`src/rtl/seq_signed_divider.sv`:
```
// Multi-cycle restoring signed divider: one quotient bit per clock over operand magnitudes,
// sign-corrected on entry to DONE. Optional zero-divisor fast path: DIV_ZERO_DETECT_EN.
module seq_signed_divider #(
   parameter int WIDTH = 4
) (
   input  logic             clk,
   input  logic             rst_n,
   input  logic             start,
   input  logic [WIDTH-1:0] dividend,
   input  logic [WIDTH-1:0] divisor,
   output logic             busy,
   output logic             done,
   output logic [WIDTH-1:0] quotient,
   output logic [WIDTH-1:0] remainder,
   output logic             overflow,
   output logic             div_by_zero
);

   localparam int CW = $clog2(WIDTH) + 1;

   typedef enum logic [1:0] {
      S_IDLE = 2'd0,
      S_CALC = 2'd1,
      S_DONE = 2'd2
   } state_t;

   state_t           state_q, state_d;
   logic [WIDTH:0]   rem_q;
   logic [WIDTH-1:0] dq_q;
   logic [WIDTH-1:0] dvs_q;
   logic [CW-1:0]    cnt_q;
   logic             a_neg_q, b_neg_q, ovf_pend_q;
   logic [WIDTH-1:0] quotient_q, remainder_q;
   logic             overflow_q;

   logic             accept_s, dz_start_s;
   logic [WIDTH-1:0] a_mag_s, b_mag_s;
   logic             a_min_s, b_neg1_s;
   logic [WIDTH:0]   shifted_s, rem_step_s;
   logic [WIDTH+1:0] trial_s;
   logic             trial_neg_s, last_step_s;
   logic [WIDTH-1:0] dq_step_s, q_fix_s, r_fix_s;

   assign accept_s = (state_q == S_IDLE) && start;
   assign a_mag_s  = dividend[WIDTH-1] ? (~dividend + WIDTH'(1)) : dividend;
   assign b_mag_s  = divisor[WIDTH-1]  ? (~divisor + WIDTH'(1))  : divisor;
   assign a_min_s  = (dividend == {1'b1, {(WIDTH-1){1'b0}}});
   assign b_neg1_s = (divisor == {WIDTH{1'b1}});

`ifdef DIV_ZERO_DETECT_EN
   logic dbz_q;
   logic div_zero_s;
   assign div_zero_s  = (divisor == {WIDTH{1'b0}});
   assign dz_start_s  = accept_s && div_zero_s;
   assign div_by_zero = dbz_q;
`else
   assign dz_start_s  = 1'b0;
   assign div_by_zero = 1'b0;
`endif

   // One restoring step; the partial remainder never exceeds 2*|divisor| so WIDTH+1 bits suffice.
   assign shifted_s   = {rem_q[WIDTH-1:0], dq_q[WIDTH-1]};
   assign trial_s     = {1'b0, shifted_s} - {2'b00, dvs_q};
   assign trial_neg_s = trial_s[WIDTH+1];
   assign rem_step_s  = trial_neg_s ? shifted_s : trial_s[WIDTH:0];
   assign dq_step_s   = {dq_q[WIDTH-2:0], ~trial_neg_s};
   assign last_step_s = (cnt_q == CW'(WIDTH - 1));
   assign q_fix_s     = (a_neg_q ^ b_neg_q) ? (~dq_step_s + WIDTH'(1)) : dq_step_s;
   assign r_fix_s     = a_neg_q ? (~rem_step_s[WIDTH-1:0] + WIDTH'(1)) : rem_step_s[WIDTH-1:0];

   // State register
   always_ff @(posedge clk or negedge rst_n) begin
      if (!rst_n) begin
         state_q <= S_IDLE;
      end else begin
         state_q <= state_d;
      end
   end

   // Next-state logic
   always_comb begin
      state_d = state_q;
      case (state_q)
         S_IDLE: begin
            if (dz_start_s) begin
               state_d = S_DONE;
            end else if (start) begin
               state_d = S_CALC;
            end else begin
               state_d = S_IDLE;
            end
         end
         S_CALC: begin
            if (last_step_s) begin
               state_d = S_DONE;
            end else begin
               state_d = S_CALC;
            end
         end
         S_DONE:  state_d = S_IDLE;
         default: state_d = S_IDLE;
      endcase
   end

   // FSM outputs
   always_comb begin
      busy = 1'b0;
      done = 1'b0;
      case (state_q)
         S_IDLE: begin
            busy = 1'b0;
            done = 1'b0;
         end
         S_CALC: begin
            busy = 1'b1;
            done = 1'b0;
         end
         S_DONE: begin
            busy = 1'b1;
            done = 1'b1;
         end
         default: begin
            busy = 1'b0;
            done = 1'b0;
         end
      endcase
   end

   // Operand capture, iteration and result registers
   always_ff @(posedge clk or negedge rst_n) begin
      if (!rst_n) begin
         rem_q       <= {(WIDTH+1){1'b0}};
         dq_q        <= {WIDTH{1'b0}};
         dvs_q       <= {WIDTH{1'b0}};
         cnt_q       <= {CW{1'b0}};
         a_neg_q     <= 1'b0;
         b_neg_q     <= 1'b0;
         ovf_pend_q  <= 1'b0;
         quotient_q  <= {WIDTH{1'b0}};
         remainder_q <= {WIDTH{1'b0}};
         overflow_q  <= 1'b0;
`ifdef DIV_ZERO_DETECT_EN
         dbz_q       <= 1'b0;
`endif
      end else if (accept_s) begin
         rem_q      <= {(WIDTH+1){1'b0}};
         dq_q       <= a_mag_s;
         dvs_q      <= b_mag_s;
         cnt_q      <= {CW{1'b0}};
         a_neg_q    <= dividend[WIDTH-1];
         b_neg_q    <= divisor[WIDTH-1];
         ovf_pend_q <= a_min_s && b_neg1_s;
         overflow_q <= 1'b0;
`ifdef DIV_ZERO_DETECT_EN
         dbz_q      <= div_zero_s;
         if (div_zero_s) begin
            quotient_q  <= {WIDTH{1'b1}};
            remainder_q <= dividend;
         end else begin
            quotient_q  <= {WIDTH{1'b0}};
            remainder_q <= {WIDTH{1'b0}};
         end
`else
         quotient_q  <= {WIDTH{1'b0}};
         remainder_q <= {WIDTH{1'b0}};
`endif
      end else if (state_q == S_CALC) begin
         rem_q <= rem_step_s;
         dq_q  <= dq_step_s;
         cnt_q <= cnt_q + CW'(1);
         if (last_step_s) begin
            quotient_q  <= q_fix_s;
            remainder_q <= r_fix_s;
            overflow_q  <= ovf_pend_q;
         end
      end
   end

   assign quotient  = quotient_q;
   assign remainder = remainder_q;
   assign overflow  = overflow_q;

endmodule
```
`config.mk`:
```
export PLATFORM = sky130hd
export DESIGN_NAME = seq_signed_divider
export DESIGN_NICKNAME = d
export VERILOG_FILES = /design/src/rtl/seq_signed_divider.sv
export SDC_FILE = /design/constraint.sdc
export NUM_CORES = 1
export LEC_CHECK = 0
export ABC_AREA = 1
export BUFFER_PORTS_ARGS = -buffer_cell sky130_fd_sc_hd__buf_2
export CAP_MARGIN = 20
export CORE_MARGIN = 5
export CORE_UTILIZATION = 40
export DETAILED_ROUTE_END_ITERATION = 8
export GPL_ROUTABILITY_DRIVEN = 1
export PLACE_DENSITY = 0.6
export SLEW_MARGIN = 5
export SYNTH_ARGS = -nofsm -noshare
export SYNTH_HDL_FRONTEND = slang
export SYNTH_SLANG_ARGS = --single-unit
```
`constraint.sdc`:
```
create_clock -name clk -period 2.7 [get_ports clk]
set_clock_uncertainty 0.15 [all_clocks]
set_input_delay 0.27 -clock clk [delete_from_list [all_inputs] [get_ports clk]]
set_output_delay 0.27 -clock clk [all_outputs]
set_load 0.1 [all_outputs]
```
==> Word-level counts from Yosys, hierarchy flattened <==
Index checks and enable logic that the tools add are counted.
{ "classes": {"bitwise_logic": 6, "reduce_logical": 7, "eq_ne": 5, "muxes": 25, "addsub": 6} }
{ "ops": {"columns": ["operator", "n"], "rows": [
  ["$mux 4", 15],
  ["$add 4x1->4 const B", 4],
  ["$not 4->4", 4],
  ["$eq 4x4->1 const B", 2],
  ["$mux 1", 6],
  ["$mux 3", 2],
  ["$sub 5x4->6", 1],
  ["$pmux 2 s2", 1],
  ["$reduce_bool 2->1", 2],
  ["$add 3x1->3 const B", 1],
  ["$eq 3x2->1 const B", 1],
  ["$eq 2x1->1 const B", 1],
  ["$eq 2x2->1 const B", 1],
  ["$logic_and 1x1->1", 2],
  ["$logic_not 2->1", 1],
  ["$mux 2", 1],
  ["$reduce_and 2->1", 1],
  ["$reduce_or 2->1", 1],
  ["$not 1->1", 1],
  ["$xor 1x1->1", 1]
]} }
{ "word_totals": {"reg_bits": 29, "inputBits": 11} }

==> Longest topological paths before layout <==
{ "depth": {"ltp_word": 8, "depth_mapped": 14, "mapped_depth_nobuf": 14} }

==> Worst setup path after synthesis <==
Ideal clock, no wire load.
{ "synth_timing": {"path_type": "register to register", "from": "reg rem_q[1]", "to": "reg remainder_q[1], in the netlist remainder[1]", "path_stages_with_launch": 11, "setup_slack_ps": 750, "arrival_ps": 1675, "cell_sequence": "dfrtp_1 > ha_1 > nand2_1 > nand2_1 > nand2_2 > nand3_4 > nand2_2 > nand2_2 > ha_1 > o211ai_1 > o21ai_1"} }
{ "synth_via": {"elab_chain_len": 8} }
{ "synth_rtl": {"columns": ["element", "line_no", "source"], "rows": [
  ["from (decl)", "28", "logic [WIDTH:0] rem_q;"],
  ["from (signal assigned)", "132", "rem_q <= {(WIDTH+1){1'b0}};"],
  ["from (signal assigned)", "146", "rem_q <= {(WIDTH+1){1'b0}};"],
  ["from (signal assigned)", "168", "rem_q <= rem_step_s;"],
  ["$sub 5x4->6 *", "63", "assign trial_s = {1'b0, shifted_s} - {2'b00, dvs_q};"],
  ["$mux 4 *", "65", "assign rem_step_s = trial_neg_s ? shifted_s : trial_s[WIDTH:0];"],
  ["$not 4->4", "69", "assign r_fix_s = a_neg_q ? (~rem_step_s[WIDTH-1:0] + WIDTH'(1)) : rem_step_s[WIDTH-1:0];"],
  ["$add 4x1->4", "69", null],
  ["$mux 4 *", "69", null],
  ["$mux 4 *", "171", "if (last_step_s) begin"],
  ["$mux 4 *", "167", "end else if (state_q == S_CALC) begin"],
  ["$mux 4 *", "145", "end else if (accept_s) begin"],
  ["to (signal assigned)", "140", "remainder_q <= {WIDTH{1'b0}};"],
  ["to (signal assigned)", "165", "remainder_q <= {WIDTH{1'b0}};"],
  ["to (signal assigned)", "173", "remainder_q <= r_fix_s;"],
  ["to (decl)", "33", "logic [WIDTH-1:0] quotient_q, remainder_q;"]
]} }
Mark *: on every way between the ends. The rest lies on a longest branch, timed or not. The select of a mux whose other input is x is not followed.
A chain may end at the register's enable or synchronous reset.

==> Worst setup path in the final report <==
{ "layout_timing": {"from": "reg rem_q[1]", "to": "reg remainder_q[2], in the netlist remainder[2]"} }
{ "layout_via": {"elab_chain_len": 8} }
{ "layout_rtl": {"columns": ["element", "line_no"], "rows": [
  ["$sub 5x4->6", "63"],
  ["$mux 4 *", "65"],
  ["$not 4->4", "69"],
  ["$add 4x1->4", "69"],
  ["$mux 4 *", "69"],
  ["$mux 4 *", "171"],
  ["$mux 4 *", "167"],
  ["$mux 4 *", "145"]
]} }
Marked as above.

==> qor.yml <==
status: "completed"
worstPathMaxFanout: 6
finalNonFillerCells: 277
grt_antenna_before_repair: 0
final_cell_mix: "nand2_1, inv_1, dfrtp_1"
placed_cell_area_mm2: 0.001832
synth_flop_cell: "dfrtp_1"
fin_crit_ns: 2.098
finalMaxSlewViolations: 0
h-tree-depth: 2
gp_congestion: 0.8481
ys_ff_latch: 29
clock_latency_ns: 0.28
io_buffers: 21
fin_area_mm2: 0.001958
synth-async-reset-ratio_pct: 100.0
grt_max_degree: 30
grt_first_pass_wirelength_um: 6458
hold_viol: 0
coreArea_mm2: 0.004029
wl_per_cell_um: 12.99
die_y_um: 74.74
nNetsFinal: 252
rsz0062_at_grt: "no"
grt_overflow: 0
worstSetupPathType: "reg -> reg"
avgSynthCellArea_um2: 8.383
place_hpwl_um: 2827
vias_per_cell: 4.928
synth_area_mm2: 0.001677
clock_sinks: 29
ctsRootBufferMaster: "clkbuf_8"
synth.net_count: 226
seq_area_frac_synth_pct: 43.28
reg2reg_depth: 12
first_global_vias: 1408
synth_cell_types: 31
worstMarginPinSlew_ns: 0.6467
track_usage_pct: 15.25
fmax_mhz: 476.6
area_delta_synth_final_pct: 16.79
ant_nets: 0
start_util_pct: 41.61
setup_viol_count_final: 0
end_kind: "flop"
worstHoldPathCells: 2
die_w_um: 74.74
numCtsBuffers: 5
drt-initial-drc-count: 48
routed_wl_um: 3597
hp-class: "in -> reg"
drc: 0
vias: 1365
syn_inst: 200
io-pin-count: 23
dp_slack_ns: 0.6219
worst_slack_ns: 0.6018
clock_path_buffers: 2
worst_setup_path_start_kind: "flop"
drive_gt1_share_pct: 18.50
maxCapViolations: 0
crit_required_ns: 2.77
timing.setup.tns_ns: 0
cts_tree: "yes"
crit_arrival_ns: 2.17
dr.pass1.iters: 4
finalCritPeriodShare_pct: 77.71
synth_edf_count: 0
relSlewSlack_pct: 56.89
dieArea_mm2: 0.005586
num_antenna_cells: 0
final_common_cell: "nand2_1"
placed_cells: 268
path_clk_slew_ns: 0.06
synth-warning-count: 0
rows: 23
[path summary, 6_finish.rpt]
path                              startpoint            to  slack, ns
worst max-delay path                rem_q[1]  remainder[2]       0.60
worst min-delay path              divisor[2]      dvs_q[3]       0.08
worst max register to register      rem_q[1]  remainder[2]       0.60
worst min register to register  remainder[2]  remainder[2]       0.32
max in group asynchronous              rst_n  remainder[2]       1.58
min in group asynchronous              rst_n    state_q[1]       0.39
[registers in the layout, indices dropped and copies added, names as in the netlist]
register    count
quotient        4
overflow        1
remainder       4
a_neg_q         1
ovf_pend_q      1
dvs_q           4
cnt_q           3
b_neg_q         1
state_q         2
rem_q           4
dq_q            4
[synth_stat cells (2+ instances only)]
cell | instances | area share [%]
ha_1 | 14 | 10
xnor2_1 | 2 | 1.0
o221ai_1 | 2 | 1.0
nand3_1 | 8 | 2.4
nand2_2 | 7 | 2.6
nor2_2 | 2 | 0.75
nand2_1 | 38 | 8.5
o21ai_0 | 19 | 5.7
nand4_1 | 4 | 1.5
nand3_2 | 2 | 1.2
a21oi_1 | 8 | 2.4
nor2_1 | 11 | 2.5
o21ai_1 | 2 | 0.60
dfrtp_1 | 29 | 43
xor2_1 | 3 | 1.6
inv_1 | 33 | 7.4
clkbuf_1 | 2 | 0.45
[cells by family (layout without fill, tap and decap cells)]
family	Yosys count	after routing	share of synthesized area (%)
DFF	29	29	43.28
buffers and inverters	39	66	9.030
AOI/OAI and AO/OA	37	37	12.46
other	1	1	0.2237
adders and majority gates	15	15	11.64
and+or+nand+nor	74	74	20.75
xor gates and xnor gates	5	5	2.612
[area by class of cell]
type,count,area [um2]
clock inverter,1,30.03
inverter,35,131.4
tap,50,62.56
multi-input combinational,132,799.5
sequential,29,725.7
timing repair buffer,23,122.6
fill,418,2071
clock buffer,7,86.33
[per-layer routing]
| metal | up-vias | track usage, % | wire (um) |
|---|---|---|---|
| met4 | 0 | 7.905 | 68 |
| met2 | 31 | 22.44 | 1536 |
| met3 | 7 | 4.139 | 168 |
| li1 | 700 | - | - |
| met5 | - | 0 | 0 |
| met1 | 627 | 20.53 | 1824 |
[through the flow]
stage               hold slack (ns)  util [%]
floorplan                   -0.1756         -
global placement             0.2008     45.47
detailed placement           0.1989     45.47
CTS                         0.07304     48.60
global route                0.08180     48.60
finish                      0.08476     48.60
[timing repair]
item	4_1_cts	5_1_grt
setup buffers	0	0
gates resized for setup	0	0
endpoints found under the setup margin	0	0
hold buffers	1	0
endpoints found under the hold margin	29	0
[worst max-delay path, cell delays in order (launching register included)]
cell	delay, ns
dfrtp_1	0.40
ha_1	0.35
nand2_1	0.07
nand2_1	0.07
nand2_2	0.11
nand3_4	0.13
nand2_2	0.09
nand2_2	0.07
ha_1	0.20
nor2_1	0.13
xor2_1	0.14
nand2_1	0.06
nand2_1	0.06
Power is left out: the tool's default activity adds up to more than one toggle a clock period on the data nets, which glitch-free logic cannot reach.
